==> config.mk <==
export PLATFORM = sky130hd
export DESIGN_NAME = pixel_stream_receiver
export DESIGN_NICKNAME = d
export VERILOG_FILES = /design/src/rtl/pix_stream_pkg.sv /design/src/rtl/pix_rx_coord_counter.sv /design/src/rtl/pixel_stream_receiver.sv
export SDC_FILE = /design/constraint.sdc
export NUM_CORES = 1
export LEC_CHECK = 0
export CORE_MARGIN = 4
export CORE_UTILIZATION = 49
export DETAILED_ROUTE_END_ITERATION = 7
export PLACE_DENSITY = 0.85
export SLEW_MARGIN = 20
export SYNTH_ARGS = -nofsm -noshare
export SYNTH_HDL_FRONTEND = slang
export SYNTH_HIERARCHICAL = 1
export SYNTH_SLANG_ARGS = --single-unit
export TNS_END_PERCENT = 10
==> constraint.sdc <==
create_clock -name in_stream_aclk -period 6.6 [get_ports in_stream_aclk]
set_input_delay 1.65 -clock in_stream_aclk [delete_from_list [all_inputs] [get_ports in_stream_aclk]]
set_output_delay 1.65 -clock in_stream_aclk [all_outputs]
set_load 0.02 [all_outputs]
==> src/rtl/pix_stream_pkg.sv <==
// Shared types and constants for the pixel stream receiver.
package pix_stream_pkg;

    typedef enum logic [0:0] {
        WAIT_SOF = 1'b0,
        RECV     = 1'b1
    } rx_state_t;

    localparam int ERR_SOF_EARLY   = 0;
    localparam int ERR_SOF_MISSING = 1;
    localparam int ERR_EOL_EARLY   = 2;
    localparam int ERR_EOL_LATE    = 3;
    localparam int ERR_KEEP        = 4;
    localparam int ERR_W           = 5;

    localparam int LAST_EOL = 0;
    localparam int LAST_EOF = 1;

    localparam int DEF_X_SIZE = 640;
    localparam int DEF_Y_SIZE = 480;

endpackage

==> src/rtl/pix_rx_coord_counter.sv <==
// Raster x/y counter: holds the position of the next expected beat; 'origin'
// forces the current beat to (0,0), 'step' advances past the current beat.
module pix_rx_coord_counter #(
    parameter int X_SIZE = 640,
    parameter int Y_SIZE = 480,
    parameter int XW     = 10,
    parameter int YW     = 10
) (
    input  logic          clk,
    input  logic          resetn,
    input  logic          origin,
    input  logic          step,
    output logic [XW-1:0] x,
    output logic [YW-1:0] y,
    output logic          at_origin,
    output logic          is_eol,
    output logic          is_last
);

    localparam logic [XW-1:0] X_LAST = XW'(X_SIZE - 1);
    localparam logic [YW-1:0] Y_LAST = YW'(Y_SIZE - 1);

    logic [XW-1:0] x_reg;
    logic [YW-1:0] y_reg;

    assign x         = origin ? '0 : x_reg;
    assign y         = origin ? '0 : y_reg;
    assign at_origin = (x_reg == '0) && (y_reg == '0);
    assign is_eol    = (x == X_LAST);
    assign is_last   = is_eol && (y == Y_LAST);

    always_ff @(posedge clk) begin
        if (!resetn) begin
            x_reg <= '0;
            y_reg <= '0;
        end else if (step) begin
            if (is_last) begin
                x_reg <= '0;
                y_reg <= '0;
            end else if (is_eol) begin
                x_reg <= '0;
                y_reg <= y + 1'b1;
            end else begin
                x_reg <= x + 1'b1;
                y_reg <= y;
            end
        end
    end

endmodule

==> src/rtl/pixel_stream_receiver.sv <==
// AXI4-Stream video sink with framing checks, sticky error flags and a frame counter.
// Optional per-frame tdata checksum enabled by defining PIX_RX_CHECKSUM_EN.
module pixel_stream_receiver
    import pix_stream_pkg::*;
#(
    parameter int X_SIZE    = DEF_X_SIZE,
    parameter int Y_SIZE    = DEF_Y_SIZE,
    parameter int XW        = 10,
    parameter int YW        = 10,
    parameter int LAST_MODE = LAST_EOL
) (
    input  logic          in_stream_aclk,
    input  logic          periph_resetn,
    input  logic [31:0]   in_stream_tdata,
    input  logic [3:0]    in_stream_tkeep,
    input  logic          in_stream_tlast,
    input  logic          in_stream_tuser,
    input  logic          in_stream_tvalid,
    output logic          in_stream_tready,
    input  logic          rx_hold,
    input  logic          err_clr,
    output logic          pix_valid,
    output logic [31:0]   pix_data,
    output logic [XW-1:0] pix_x,
    output logic [YW-1:0] pix_y,
    output logic          frame_done,
    output logic [15:0]   frame_count,
    output logic [4:0]    err_flags,
    output logic [31:0]   frame_checksum
);

    rx_state_t      state_reg;
    logic           tready_reg;
    logic           frame_seen_reg;
    logic           pix_valid_reg;
    logic [31:0]    pix_data_reg;
    logic [XW-1:0]  pix_x_reg;
    logic [YW-1:0]  pix_y_reg;
    logic           frame_done_reg;
    logic [15:0]    frame_count_reg;
    logic [ERR_W-1:0] err_reg, err_next, err_set;

    logic accept, sof_beat, active, last_exp;
    logic [XW-1:0] cur_x;
    logic [YW-1:0] cur_y;
    logic at_origin, is_eol, is_last;

    assign accept   = in_stream_tvalid && tready_reg;
    assign sof_beat = accept && in_stream_tuser;
    // Beats seen while hunting for SOF are dropped unless they carry tuser.
    assign active   = accept && ((state_reg == RECV) || in_stream_tuser);

    pix_rx_coord_counter #(
        .X_SIZE (X_SIZE),
        .Y_SIZE (Y_SIZE),
        .XW     (XW),
        .YW     (YW)
    ) u_coord (
        .clk       (in_stream_aclk),
        .resetn    (periph_resetn),
        .origin    (sof_beat),
        .step      (active),
        .x         (cur_x),
        .y         (cur_y),
        .at_origin (at_origin),
        .is_eol    (is_eol),
        .is_last   (is_last)
    );

    assign last_exp = (LAST_MODE == LAST_EOF) ? is_last : is_eol;

    always_comb begin
        err_set                  = '0;
        err_set[ERR_SOF_EARLY]   = sof_beat && (state_reg == RECV) && !at_origin;
        err_set[ERR_SOF_MISSING] = accept && (state_reg == WAIT_SOF) && !in_stream_tuser
                                   && frame_seen_reg;
        err_set[ERR_EOL_EARLY]   = active && in_stream_tlast && !last_exp;
        err_set[ERR_EOL_LATE]    = active && !in_stream_tlast && last_exp;
        err_set[ERR_KEEP]        = active && (in_stream_tkeep != 4'hF);
    end

    // A new error in the clearing cycle survives the clear.
    for (genvar gi = 0; gi < ERR_W; gi++) begin : g_err
        assign err_next[gi] = err_set[gi] || (err_reg[gi] && !err_clr);
    end

    always_ff @(posedge in_stream_aclk) begin
        if (!periph_resetn) begin
            state_reg       <= WAIT_SOF;
            tready_reg      <= 1'b0;
            frame_seen_reg  <= 1'b0;
            pix_valid_reg   <= 1'b0;
            pix_data_reg    <= '0;
            pix_x_reg       <= '0;
            pix_y_reg       <= '0;
            frame_done_reg  <= 1'b0;
            frame_count_reg <= '0;
            err_reg         <= '0;
        end else begin
            tready_reg     <= !rx_hold;
            pix_valid_reg  <= active;
            frame_done_reg <= active && is_last;
            err_reg        <= err_next;
            if (active) begin
                pix_data_reg <= in_stream_tdata;
                pix_x_reg    <= cur_x;
                pix_y_reg    <= cur_y;
                if (is_last) begin
                    state_reg       <= WAIT_SOF;
                    frame_count_reg <= frame_count_reg + 16'd1;
                    frame_seen_reg  <= 1'b1;
                end else begin
                    state_reg <= RECV;
                end
            end
        end
    end

`ifdef PIX_RX_CHECKSUM_EN
    logic [31:0] sum_reg, sum_next, checksum_reg;

    assign sum_next = (sof_beat ? 32'd0 : sum_reg) + in_stream_tdata;

    always_ff @(posedge in_stream_aclk) begin
        if (!periph_resetn) begin
            sum_reg      <= '0;
            checksum_reg <= '0;
        end else if (active) begin
            sum_reg <= sum_next;
            if (is_last) begin
                checksum_reg <= sum_next;
            end
        end
    end

    assign frame_checksum = checksum_reg;
`else
    assign frame_checksum = '0;
`endif

    assign in_stream_tready = tready_reg;
    assign pix_valid        = pix_valid_reg;
    assign pix_data         = pix_data_reg;
    assign pix_x            = pix_x_reg;
    assign pix_y            = pix_y_reg;
    assign frame_done       = frame_done_reg;
    assign frame_count      = frame_count_reg;
    assign err_flags        = err_reg;

endmodule

==> run summary <==
status -> finished clean
drt wl/cell -> 14.78 um
CP Capture Type -> register
final wirelength -> 11,460 um
Hold Slack -> 0.4602 ns
total congestion overflow -> 0
Yosys reg bits -> 98
Sw Share -> 25.10%
Post-synth EDFFs -> 0
Comb power frac -> 8.6%
first-pass GRT wire length -> 18,330 um
clk slew on worst S/H paths -> 0.10 ns
Max clock buf depth -> 2
Post-Syn Instances -> 563
gp weighted congestion -> 0.9351
die area -> 0.01062 mm2
crit-path cells -> clkdlybuf4s50_1 > and3_1 > nand2b_1 > inv_1 > ha_1 > and3_1 > nand4_4 > or4_4 > inv_6 > o2111ai_2 > or4_1 > or4_1 > a21oi_1
largest net degree at the start of global routing -> 55
die width -> 103.1 um
cell taking the most area after synthesis -> dfxtp_1
# IOs -> 151
Worst VDD drop -> 0.0001063 V
final antenna-violating net count -> 0
top cells by area, synth -> dfxtp_1 44%, nand2_1 11%, a21oi_1 8.3%, buf_4 5.4%, nor2_1 3.4%
Hold Fails Final Rpt -> 0
Area Growth Syn to Fin -> 28.89%
Max Freq -> 191.2 MHz
cell area after synthesis -> 0.004427 mm2
CTS Buf Count -> 9
Setup Skew -> 0.01227 ns
P_sw -> 271.9 uW
TritonRoute pass-1 iters -> 5
PwrDens -> 189.9 mW/mm2
main flop type after synthesis -> dfxtp_1
slowest CP cell -> or4_4
CTS H-tree lvls -> 3
vias per cell -> 5.421
internal power -> 811.4 uW
initial antenna violation count -> 0
DR DRC count -> 0
Die H -> 103.1 um
Post-CTS Resized -> 0
multi-input logic area -> 0.002150 mm2
sequential-to-total area share from yosys stat -> 44.32%
Crit Path Category -> input pin to register
GRT Util Overall -> 21.20%
critical path's top delay family -> simple AND/OR/NAND/NOR gates
crit path DAT -> 5.53 ns
Slew Limit Fails -> 0
MaxCap Viol Count -> 0
DRT iter0 DRCs -> 204
worst-path fanout max -> 10
period utilisation layout -> 79.23%
worst-skew pair later-pin latency -> 0.36 ns
Final min period -> 5.229 ns
commonest cells in the netlist -> 128 x nand2_1, 98 x dfxtp_1, 73 x a21oi_1
Via Count -> 4,201
# diodes -> 0
setup bufs post-CTS -> 0
final setup vio count -> 0
Nets -> 709
row count -> 34
hold-fix buffers at CTS -> 0
clock root buffer -> clkbuf_8
CTS tree -> done
Crit path largest cell delay -> 0.66 ns
synth unique cells -> 50
TNS Setup -> 0 ns
leakage -> 2.082 nW
share of cells above drive strength 1 -> 4.348%
Port Buffers -> 118
FFs w/ async S/R, synth -> 0%
Clk pwr share -> 36.0%
post-DP HPWL -> 8100 um
vias in the first global route -> 4,027
Filler cells -> 764
Starting Density -> 50.51%
Core Region -> 0.008763 mm2
Core Util, Final -> 65.11%
Yosys top cell area share -> 44.32%
RSZ-0062 raised after global routing -> no
Buf+Inv Stages, Crit Path -> 3
sequential power share -> 55.4%
Synth Warn # -> 6
most numerous cell in the Yosys netlist -> nand2_1
CTS Sinks -> 98
hold crit path type -> register to register
Worst-Margin Slew -> 0.9851 ns
CP required -> 6.90 ns
CP Launch Type -> input pin
FF+latch area -> 0.001962 mm2
Slew Limit Headroom -> 34.33%
Largest register FFs -> 32
Avg Inst Size Synth -> 7.863 um2
==> logic make-up (layout without fill, tap and decap cells) <==
group / after synthesis / after routing / share of synthesized area (%)
simple gates: 263 / 263 / 28.41
compound gates: 108 / 108 / 13.85
flops: 98 / 98 / 44.32
fa+ha+maj: 3 / 3 / 0.8480
xor+xnor: 9 / 9 / 1.781
other cells: 1 / 32 / 0.08471
buf+inv: 77 / 150 / 9.751
mux: 4 / 4 / 0.9610
==> final cells by class <==
class | instances | area share [%]
sequential | 98 | 34.39
multi-input combinational | 419 | 37.68
inverter | 14 | 1.009
clock inverter | 6 | 1.294
timing repair buffer | 121 | 21.10
clock buffer | 9 | 2.171
tap | 108 | 2.368
==> power by group through the flow <==
stage          Sequential (mW)  Combinational [mW]  Clock (mW)
2_1_floorplan            0.620              0.0576           0
3_3_place_gp             0.614              0.0903           0
3_5_place_dp             0.614              0.0920           0
4_1_cts                  0.600              0.0925       0.399
5_1_grt                  0.601               0.101       0.421
6_report                 0.600              0.0927       0.390
==> final timing paths <==
check                          to             start  cells after the start  slack [ns]
setup reg to reg  frame_count[15]  in_stream_tready                     12        2.83
setup / recovery  frame_count[15]  in_stream_tvalid                     13        1.37
hold / removal           pix_x[5]          pix_x[5]                      2        0.46
hold reg to reg          pix_x[5]          pix_x[5]                      2        0.46
==> per-stage QoR <==
step           setup WS [ns]  power [mW]  area, um2  cells
4_1_cts                1.421       1.091       5705    775
3_3_place_gp           1.188      0.7039       5508    760
3_5_place_dp           1.034      0.7060       5508    760
5_1_grt                1.149       1.123       5705    775
6_report               1.371       1.083       5705    775
2_1_floorplan          1.618      0.6774       4543    594
==> worst reg2reg max path, delay by kind of cell (launching register included) <==
family,cells,cell delay (ns)
compound gates,2,0.36
fa+ha+maj,1,0.19
buf+inv,2,0.20
flops,1,0.37
simple gates,7,2.60
==> cell usage in the layout, fill, tap and decap left out, types with 6 or more instances in the layout <==
| master | netlist | final |
|---|---|---|
| a21oi_1 | 73 | 73 |
| clkbuf_8 | 0 | 9 |
| xor2_1 | 6 | 6 |
| nor2_1 | 40 | 40 |
| inv_1 | 11 | 10 |
| and3_1 | 10 | 10 |
| nor4_1 | 8 | 8 |
| dfxtp_1 | 98 | 98 |
| conb_1 | 1 | 32 |
| nand4_1 | 14 | 14 |
| clkdlybuf4s50_1 | 0 | 118 |
| nand2_1 | 128 | 128 |
| nor2b_1 | 18 | 18 |
| o21ai_0 | 13 | 13 |
| nand3_1 | 15 | 15 |
==> metal layers <==
layer	vias up	global-route usage [%]	wire length, um
li1	2047	-	-
met1	1927	27.32	4915
met2	197	34.58	5304
met3	30	5.480	1021
met4	0	7.171	215
met5	-	0	0
Power figures use the tool's default switching activity.
